$ cat config.mk
export PLATFORM = sky130hd
export DESIGN_NAME = pipe_ctrl_flat
export DESIGN_NICKNAME = d
export VERILOG_FILES = /design/src/rtl/pipe_pkg.sv /design/src/rtl/pipe_ctrl_if.sv /design/src/rtl/pipe_stall_enc.sv /design/src/rtl/pipe_ctrl.sv /design/src/flat_wrapper.sv
export SDC_FILE = /design/constraint.sdc
export NUM_CORES = 1
export LEC_CHECK = 0
export CORE_ASPECT_RATIO = 1.75
export CORE_MARGIN = 8
export CORE_UTILIZATION = 41
export DETAILED_ROUTE_END_ITERATION = 16
export GPL_TIMING_DRIVEN = 0
export MAX_ROUTING_LAYER = met4
export PLACE_DENSITY = 0.86
export SLEW_MARGIN = 40
export SYNTH_ARGS = -nofsm -noshare
export SYNTH_HDL_FRONTEND = slang
export SYNTH_SLANG_ARGS = --single-unit
$ cat constraint.sdc
create_clock -name clk -period 3.6 [get_ports clk]
set_input_delay 0.72 -clock clk [delete_from_list [all_inputs] [get_ports clk]]
set_output_delay 0.72 -clock clk [all_outputs]
set_load 0.01 [all_outputs]
$ cat src/rtl/pipe_pkg.sv
// Shared pipeline definitions: stage indices, controller state type and the
// exception codes that cp0 and mem also use.
package pipe_pkg;

  localparam int unsigned NUM_STG = 5;
  localparam int unsigned STG_PC  = 0;
  localparam int unsigned STG_IF  = 1;
  localparam int unsigned STG_ID  = 2;
  localparam int unsigned STG_EX  = 3;
  localparam int unsigned STG_WB  = 4;

  typedef enum logic [1:0] {
    ST_RUN   = 2'd0,
    ST_DRAIN = 2'd1,
    ST_REDIR = 2'd2
  } pipe_state_t;

  localparam logic [31:0] EXC_NONE      = 32'h0000_0000;
  localparam logic [31:0] EXC_INT       = 32'h0000_0001;
  localparam logic [31:0] EXC_TLBREFILL = 32'h0000_0002;
  localparam logic [31:0] EXC_ERET      = 32'h0000_000E;

endpackage

$ cat src/rtl/pipe_ctrl_if.sv
// Signal bundle between the pipeline stages/cp0 and pipe_ctrl.
// Perf counter outputs exist only when PIPE_PERF_EN is defined.
interface pipe_ctrl_if #(
  parameter int unsigned CNT_W = 32
);
  logic        stallreq_if;
  logic        stallreq_id;
  logic        stallreq_ex;
  logic        stallreq_mem;
  logic        if_busy;
  logic [31:0] wb_except_type;
  logic [31:0] cp0_epc;
  logic [31:0] cp0_ebase;
  logic        cp0_exl;
  logic [4:0]  stage_en;
  logic [4:0]  stage_flush;
  logic        redirect_valid;
  logic [31:0] redirect_pc;
`ifdef PIPE_PERF_EN
  logic [CNT_W-1:0] perf_stall_cyc;
  logic [CNT_W-1:0] perf_flush_cnt;
`endif

  modport master (
    output stallreq_if, stallreq_id, stallreq_ex, stallreq_mem, if_busy,
    output wb_except_type, cp0_epc, cp0_ebase, cp0_exl,
`ifdef PIPE_PERF_EN
    input  perf_stall_cyc, perf_flush_cnt,
`endif
    input  stage_en, stage_flush, redirect_valid, redirect_pc
  );

  modport slave (
    input  stallreq_if, stallreq_id, stallreq_ex, stallreq_mem, if_busy,
    input  wb_except_type, cp0_epc, cp0_ebase, cp0_exl,
`ifdef PIPE_PERF_EN
    output perf_stall_cyc, perf_flush_cnt,
`endif
    output stage_en, stage_flush, redirect_valid, redirect_pc
  );
endinterface

$ cat src/rtl/pipe_stall_enc.sv
// Priority encoder: the deepest stall requester holds every stage before it
// and injects a bubble into its own pipeline register.
module pipe_stall_enc
  import pipe_pkg::*;
(
  input  logic [3:0] i_req,   // [0]=IF [1]=ID [2]=EX [3]=MEM
  output logic [4:0] o_en,
  output logic [4:0] o_flush
);

  int unsigned w_k;

  always_comb begin
    w_k = 0;
    for (int unsigned i = 0; i < 4; i++) begin
      if (i_req[i]) w_k = i + 1;
    end
    o_en    = '1;
    o_flush = '0;
    for (int unsigned j = 0; j < NUM_STG; j++) begin
      if (j < w_k) o_en[j] = 1'b0;
      if (w_k != 0 && j == w_k) o_flush[j] = 1'b1;
    end
  end

endmodule

$ cat src/rtl/pipe_ctrl.sv
// Stall/flush/redirect controller for the 5-stage pipeline.
// Optional perf counters: define PIPE_PERF_EN.
module pipe_ctrl
  import pipe_pkg::*;
#(
  parameter logic [31:0] GEN_OFF    = 32'h180,
  parameter logic [31:0] REFILL_OFF = 32'h000,
  parameter int unsigned CNT_W      = 32
)(
  input  logic        clk,
  input  logic        rst,
  pipe_ctrl_if.slave  bus
);

  pipe_state_t r_state, w_next;
  logic [31:0] r_tgt, w_tgt;
  logic [4:0]  w_enc_en, w_enc_flush;
  logic        w_exc;
  logic        w_accept;

  pipe_stall_enc u_stall_enc (
    .i_req   ({bus.stallreq_mem, bus.stallreq_ex, bus.stallreq_id, bus.stallreq_if}),
    .o_en    (w_enc_en),
    .o_flush (w_enc_flush)
  );

  assign w_exc    = |bus.wb_except_type;
  assign w_accept = (r_state == ST_RUN) && w_exc;

  always_comb begin
    if (bus.wb_except_type == EXC_ERET)
      w_tgt = bus.cp0_epc;
    else if (bus.wb_except_type == EXC_TLBREFILL && !bus.cp0_exl)
      w_tgt = bus.cp0_ebase + REFILL_OFF;
    else
      w_tgt = bus.cp0_ebase + GEN_OFF;
  end

  always_comb begin
    w_next             = r_state;
    bus.stage_en       = 5'b11111;
    bus.stage_flush    = 5'b00000;
    bus.redirect_valid = 1'b0;
    bus.redirect_pc    = r_tgt;
    if (rst) begin
      w_next          = ST_RUN;
      bus.stage_en    = 5'b00000;
      bus.stage_flush = 5'b11110;
    end else begin
      case (r_state)
        ST_RUN: begin
          if (w_exc) begin
            bus.stage_en    = 5'b11110;
            bus.stage_flush = 5'b11110;
            w_next          = bus.if_busy ? ST_DRAIN : ST_REDIR;
          end else begin
            bus.stage_en    = w_enc_en;
            bus.stage_flush = w_enc_flush;
          end
        end
        ST_DRAIN: begin
          bus.stage_en    = 5'b11110;
          bus.stage_flush = 5'b11110;
          if (!bus.if_busy) w_next = ST_REDIR;
        end
        ST_REDIR: begin
          bus.stage_en       = 5'b11111;
          bus.stage_flush    = 5'b11110;
          bus.redirect_valid = 1'b1;
          w_next             = ST_RUN;
        end
        default: w_next = ST_RUN;
      endcase
    end
  end

  always_ff @(posedge clk) begin
    if (rst) begin
      r_state <= ST_RUN;
      r_tgt   <= '0;
    end else begin
      r_state <= w_next;
      if (w_accept) r_tgt <= w_tgt;
    end
  end

`ifdef PIPE_PERF_EN
  logic [CNT_W-1:0] r_stall_cyc, r_flush_cnt;
  logic             w_any_stall;

  assign w_any_stall = bus.stallreq_if | bus.stallreq_id | bus.stallreq_ex | bus.stallreq_mem;

  always_ff @(posedge clk) begin
    if (rst) begin
      r_stall_cyc <= '0;
      r_flush_cnt <= '0;
    end else begin
      if (r_state == ST_RUN && w_any_stall) r_stall_cyc <= r_stall_cyc + 1'b1;
      if (w_accept) r_flush_cnt <= r_flush_cnt + 1'b1;
    end
  end

  assign bus.perf_stall_cyc = r_stall_cyc;
  assign bus.perf_flush_cnt = r_flush_cnt;
`endif

endmodule

$ cat src/flat_wrapper.sv
// flat-port wrapper written by rule: the top's interface ports become plain ports
module pipe_ctrl_flat import pipe_pkg::*;
#(
  parameter logic [31:0] GEN_OFF    = 32'h180,
  parameter logic [31:0] REFILL_OFF = 32'h000,
  parameter int unsigned CNT_W      = 32
)
  (clk, rst, bus_stallreq_if, bus_stallreq_id, bus_stallreq_ex, bus_stallreq_mem, bus_if_busy, bus_wb_except_type, bus_cp0_epc, bus_cp0_ebase, bus_cp0_exl, bus_stage_en, bus_stage_flush, bus_redirect_valid, bus_redirect_pc);
  pipe_ctrl_if #(.CNT_W(CNT_W)) bus_i ();
  input  logic clk;
  input  logic rst;
  input wire logic [$bits(bus_i.stallreq_if)-1:0] bus_stallreq_if;
  input wire logic [$bits(bus_i.stallreq_id)-1:0] bus_stallreq_id;
  input wire logic [$bits(bus_i.stallreq_ex)-1:0] bus_stallreq_ex;
  input wire logic [$bits(bus_i.stallreq_mem)-1:0] bus_stallreq_mem;
  input wire logic [$bits(bus_i.if_busy)-1:0] bus_if_busy;
  input wire logic [$bits(bus_i.wb_except_type)-1:0] bus_wb_except_type;
  input wire logic [$bits(bus_i.cp0_epc)-1:0] bus_cp0_epc;
  input wire logic [$bits(bus_i.cp0_ebase)-1:0] bus_cp0_ebase;
  input wire logic [$bits(bus_i.cp0_exl)-1:0] bus_cp0_exl;
  output wire logic [$bits(bus_i.stage_en)-1:0] bus_stage_en;
  output wire logic [$bits(bus_i.stage_flush)-1:0] bus_stage_flush;
  output wire logic [$bits(bus_i.redirect_valid)-1:0] bus_redirect_valid;
  output wire logic [$bits(bus_i.redirect_pc)-1:0] bus_redirect_pc;
  assign bus_i.stallreq_if = bus_stallreq_if;
  assign bus_i.stallreq_id = bus_stallreq_id;
  assign bus_i.stallreq_ex = bus_stallreq_ex;
  assign bus_i.stallreq_mem = bus_stallreq_mem;
  assign bus_i.if_busy = bus_if_busy;
  assign bus_i.wb_except_type = bus_wb_except_type;
  assign bus_i.cp0_epc = bus_cp0_epc;
  assign bus_i.cp0_ebase = bus_cp0_ebase;
  assign bus_i.cp0_exl = bus_cp0_exl;
  assign bus_stage_en = bus_i.stage_en;
  assign bus_stage_flush = bus_i.stage_flush;
  assign bus_redirect_valid = bus_i.redirect_valid;
  assign bus_redirect_pc = bus_i.redirect_pc;
  pipe_ctrl #(.GEN_OFF(GEN_OFF), .REFILL_OFF(REFILL_OFF), .CNT_W(CNT_W)) u_core (.clk(clk), .rst(rst), .bus(bus_i));
endmodule
# --- Yosys cells after proc, flatten, opt, wreduce, memory -nomap -nowiden ---
# Cells that the tools add are included.
word_totals:
  regBits: 34
  latchBits: 0
  mem_bits_rw: 0
  romBits: 0
  in_bits: 104
  output_inout_bits: 43
  wordCells: 60
  memories: 0
classes:
  n_addsub: 1
  mul: 0
  n_div: 0
  order_cmp: 5
  eq_ne: 10
  shift: 0
  muxes: 28
  n_bitwise: 0
  n_reduce_logical: 14
op_table:
  columns: ["operator", "n"]
  rows:
  - ["$mux 32", 5]
  - ["$eq 2x32->1 const A", 2]
  - ["$lt 1x32->1 const A", 2]
  - ["$lt 2x32->1 const A", 2]
  - ["$add 32x9->32 const B", 1]
  - ["$eq 1x32->1 const A", 1]
  - ["$eq 3x32->1 const A", 1]
  - ["$eq 32x2->1 const B", 1]
  - ["$eq 32x4->1 const B", 1]
  - ["$logic_not 32->1", 1]
  - ["$lt 3x32->1 const A", 1]
  - ["$reduce_bool 32->1", 1]
  - ["$reduce_or 32->1", 1]
  - ["$mux 5", 4]
  - ["$pmux 5 s2", 2]
  - ["$mux 1", 13]
  - ["$logic_and 1x1->1", 7]
  - ["$mux 2", 3]
  - ["$pmux 2 s2", 1]
  - ["$eq 2x1->1 const B", 1]
  - ["$eq 2x2->1 const B", 1]
  - ["$logic_not 2->1", 1]
  - ["$ne 2x1->1 const B", 1]
  - ["$ne 2x2->1 const B", 1]
  - ["other kinds (3)", 3]

# --- Depth between registers and ports, before layout ---
depth:
  word_depth: 10
  ltp_mapped: 9
  mapped_depth_nobuf: 7

# --- Hierarchy ---
# From an unflattened synthesis, not the netlist that was laid out.
unflattened:
  hier_cells: 324
  hier_area_um2: 2824.0
modules_own_cells:
  columns: ["module", "n_inst", "cells_per_inst", "area_each_um2"]
  rows:
  - ["pipe_ctrl", 1, 312, 2743.9]
  - ["pipe_stall_enc", 1, 12, 80.1]

# --- Least setup slack after synthesis ---
# Ideal clock, no wire load.
synth_timing:
  path_kind: "in2out"
  start: "in bus_wb_except_type[8]"
  end: "out bus_stage_flush[1]"
  t_arrival_ps: 2033
  required_time_ps: 2880
  path_slack_ps: 847
  stages: 6
  path_cell_list: "nor4_2 nand4_1 nor3_1 o21ai_0 a21oi_1 o21ai_0"
synth_via:
  elab_chain_len: 4
synth_lines:
  columns: ["item", "line", "rtl"]
  rows:
  - ["start, declared", "flat_wrapper.sv:17", "input wire logic [$bits(bus_i.wb_except_type)-1:0] bus_wb_except_type;"]
  - ["$reduce_or 32->1", "pipe_ctrl.sv:27", "assign w_exc = |bus.wb_except_type;"]
  - ["$mux 5", "pipe_ctrl.sv:52", "if (w_exc) begin"]
  - ["$pmux 5 s2", "pipe_ctrl.sv:50", "case (r_state)"]
  - ["$mux 5", "pipe_ctrl.sv:45", "if (rst) begin"]
  - ["end, declared", "flat_wrapper.sv:22", "output wire logic [$bits(bus_i.stage_flush)-1:0] bus_stage_flush;"]
# No other way between the ends.

# --- Worst setup path in the final report ---
layout_timing:
  start: "in bus_wb_except_type[4]"
  end: "out bus_stage_en[2]"
layout_via:
  elab_chain_len: 4
layout_lines:
  columns: ["item", "line", "rtl"]
  rows:
  - ["$reduce_or 32->1", "pipe_ctrl.sv:27", null]
  - ["$mux 5", "pipe_ctrl.sv:52", null]
  - ["$pmux 5 s2", "pipe_ctrl.sv:50", null]
  - ["$mux 5", "pipe_ctrl.sv:45", null]
  - ["end, declared", "flat_wrapper.sv:21", "output wire logic [$bits(bus_i.stage_en)-1:0] bus_stage_en;"]
# No other way between the ends.

==> results_dict.tcl <==
set metrics [dict create \
    row_count 37 \
    placedCellCount 563 \
    synth.top_cell.area_share 0.272 \
    wl_per_cell_um 18.8 \
    diodes 0 \
    regToRegSetupSlack_ps 820 \
    crit_type "in -> out" \
    avgSynthCellArea_um2 7.34 \
    routed_wl_mm 10.9 \
    final_antenna_net_count 0 \
    design_area_um2 4250 \
    min_path_type "reg -> reg" \
    nets 606 \
    antenna_found_initial 0 \
    vdd_drop_max_mv 0.220 \
    synth_seq_area_share 0.272 \
    fmax_mhz 284 \
    synth_ff_type "dfxtp_1" \
    cts_hold_buffers 0 \
    slowest_stage "clkdlybuf4s50_1" \
    setup_ws_ps 83.5 \
    synth_simple_gate_area_share 0.342 \
    synth-seq-cells 34 \
    fin_skew_ps 5.60 \
    setup_viol 0 \
    final_common_cell "clkdlybuf4s50_1" \
    yosys.area.top_type "dfxtp_1" \
    timing.max_cap.violations 0 \
    synth_compound_area_frac 0.250 \
    synth_cell_type_count 55 \
    synth_top_family_by_area "simple AND/OR/NAND/NOR gates" \
    nFillCells 484 \
    post-route-period-util 0.977 \
    area_growth_pct 70.0 \
    rsz0062_at_grt "no" \
    post-place-ws_ps -329 \
    hold_ws_ps 468 \
    crit_family "buffers and inverters" \
    fin_cells 576 \
    dpl_cell_area_um2 4040 \
    grt_pass1_wl_mm 17.1 \
    cp.depth 6 \
    required_ps 2880 \
    p_per_area_nw_per_um2 276 \
    cts_tree "built" \
    final-max-slew-violation-count 0 \
    clockRootBuffer "clkbuf_8" \
    hold_viol 0 \
    vias 3376 \
    dp_hpwl_mm 8.63 \
    synth-adder-area-share 0.0250 \
    leakagePower_nw 1.49 \
    yosys_warnings 0 \
    path_common_cell "clkdlybuf4s50_1" \
    synth_xor_area_frac 0.0455 \
    crit_chain "clkdlybuf4s50_1 -> nor4_2 -> and4_1 -> nand3_2 -> o41a_1 -> clkdlybuf4s50_1" \
    layout-drive-gt1-share 0.0783 \
    drt_iter0_markers 259 \
    synth_edf_count 0 \
    crit_path_max_incr_delay_ps 490 \
    finish.utilization 0.724 \
    core-area_um2 5880 \
    die_area_um2 8960 \
    layout_common_cells "139 x clkdlybuf4s50_1, 43 x nand2_1, 34 x dfxtp_1" \
    end_kind "primary output" \
    fin_total_pwr_mw 1.17 \
    numCtsBuffers 5 \
    synth.area.top_cells "dfxtp_1 27%, nand2_1 6.6%, nand3_1 4.8%" \
    io_buffers 144 \
    slew_headroom 0.568 \
    area.sequential_um2 681 \
    drc 0 \
    cp-endpoint "bus_stage_en[2]" \
    synth_area_um2 2500 \
    synth_nets 450 \
    reg2reg_to "u_core.bus.redirect_pc[11]$_SDFFE_PP0P_" \
    worstPathArrival_ps 2800 \
    cts.sinks 34 \
    worstPathBufferInverterCount 2 \
    routed_via_density 5.86 \
    io_pins 147 \
    synth_mux_area_frac 0.00400 \
    grt_max_degree 12 \
    tns_ps 0 \
    multi_input_area_um2 1740 \
    synthArstFlopShare 0 \
    status "completed" \
    htree_levels 2 \
    grt_usage 0.248 \
    crit_path_start "bus_wb_except_type[4]" \
    first_pass_iters 4 \
    initial_utilization 0.426 \
    setup.worst_path.start_class "input port" \
    tightest_slew_ps 643 \
    fin_crit_ps 3520 \
    rr_worst_depth 8 \
    first_global_vias 3583 \
    place_congestion 0.927 \
    clkTransAtPathRegs_ps 80 \
    critical_path.max_fanout 5 \
    worstReg2RegStart "u_core.r_state[1]$_SDFFE_PP0P_" \
    synth_cells 341 \
    cts_buffer_depth 2 \
    grt_overflow 0 \
    die_h_um 119 \
    die_x_um 75.1 \
    clock_latency_ps 290 \
]
-- metal layers --
layer,part of all wire,global-route usage,vias to the layer above,wire [um]
met5,0,-,-,0
met4,0.033,0.126,0,360
li1,-,-,1601,-
met1,0.36,0.243,1593,3920
met2,0.55,0.446,156,5920
met3,0.061,0.0345,26,657
-- worst min path at each step --
stage / start / end / slack, ps / cells past startpoint
2_1_floorplan: u_core.bus.redirect_pc[7]$_SDFFE_PP0P_ / u_core.bus.redirect_pc[7]$_SDFFE_PP0P_ / 480 / 2
3_3_place_gp: u_core.bus.redirect_pc[9]$_SDFFE_PP0P_ / u_core.bus.redirect_pc[9]$_SDFFE_PP0P_ / 450 / 2
3_5_place_dp: u_core.bus.redirect_pc[9]$_SDFFE_PP0P_ / u_core.bus.redirect_pc[9]$_SDFFE_PP0P_ / 450 / 2
4_1_cts: u_core.bus.redirect_pc[9]$_SDFFE_PP0P_ / u_core.bus.redirect_pc[9]$_SDFFE_PP0P_ / 470 / 2
5_1_grt: u_core.bus.redirect_pc[9]$_SDFFE_PP0P_ / u_core.bus.redirect_pc[9]$_SDFFE_PP0P_ / 470 / 2
6_report: u_core.bus.redirect_pc[9]$_SDFFE_PP0P_ / u_core.bus.redirect_pc[9]$_SDFFE_PP0P_ / 470 / 2
-- synthesized netlist by cell type (5+ instances only) --
cell type,instances
a311oi_1,8
dfxtp_1,34
a21oi_1,17
o221ai_1,13
xnor2_1,11
ha_1,5
nand4_1,18
buf_2,5
o31ai_1,8
nand2_1,44
nand3_1,24
nor4_1,5
nor3_1,14
and3_1,5
inv_1,11
clkbuf_1,16
o21ai_1,9
nor4_2,6
o21ai_0,12
nor2_1,29
-- layout make-up --
class                           instances  share of cell area
Timing Repair Buffer                  150               0.351
Tap cell                               78              0.0229
Multi-Input combinational cell        272               0.409
Inverter                               11             0.00971
Buffer                                 23              0.0253
Clock buffer                            6              0.0194
Sequential cell                        34               0.160
Clock inverter                          2             0.00294
-- worst reg2reg max path, stage by stage (launching register included) --
cell and delay (ps):
dfxtp_1 350, inv_1 90, ha_1 140, clkbuf_1 320, inv_1 170, a31oi_1 450
clkbuf_1 430, clkbuf_1 480, o221ai_1 200
-- registers in the layout, indices dropped and copies added (netlist names) --
signal	cells
u_core.bus.redirect_pc	32
u_core.r_state	2
-- power breakdown --
| group | internal [mW] | switching [mW] |
|---|---|---|
| clock | 0.154 | 0.156 |
| sequential | 0.414 | 0.0211 |
| combinational | 0.232 | 0.196 |
| total | 0.800 | 0.373 |
-- logic make-up (layout without fill, tap and decap cells) --
group	after synthesis	after routing
AO/OA/AOI/OAI	89	89
XOR/XNOR	13	13
adder cells (fa/ha/maj)	5	5
buffers and inverters	35	192
flip-flops	34	34
multiplexers	1	1
other	1	1
AND/OR/NAND/NOR	163	163
-- what timing repair did --
item / CTS / global route
pin swaps: 8 / 1
setup buffers: 4 / 2
endpoints found under the setup margin: 8 / 6
gates cloned: 0 / 0
resized for setup: 12 / 5
(Power assumes the default switching activity.)
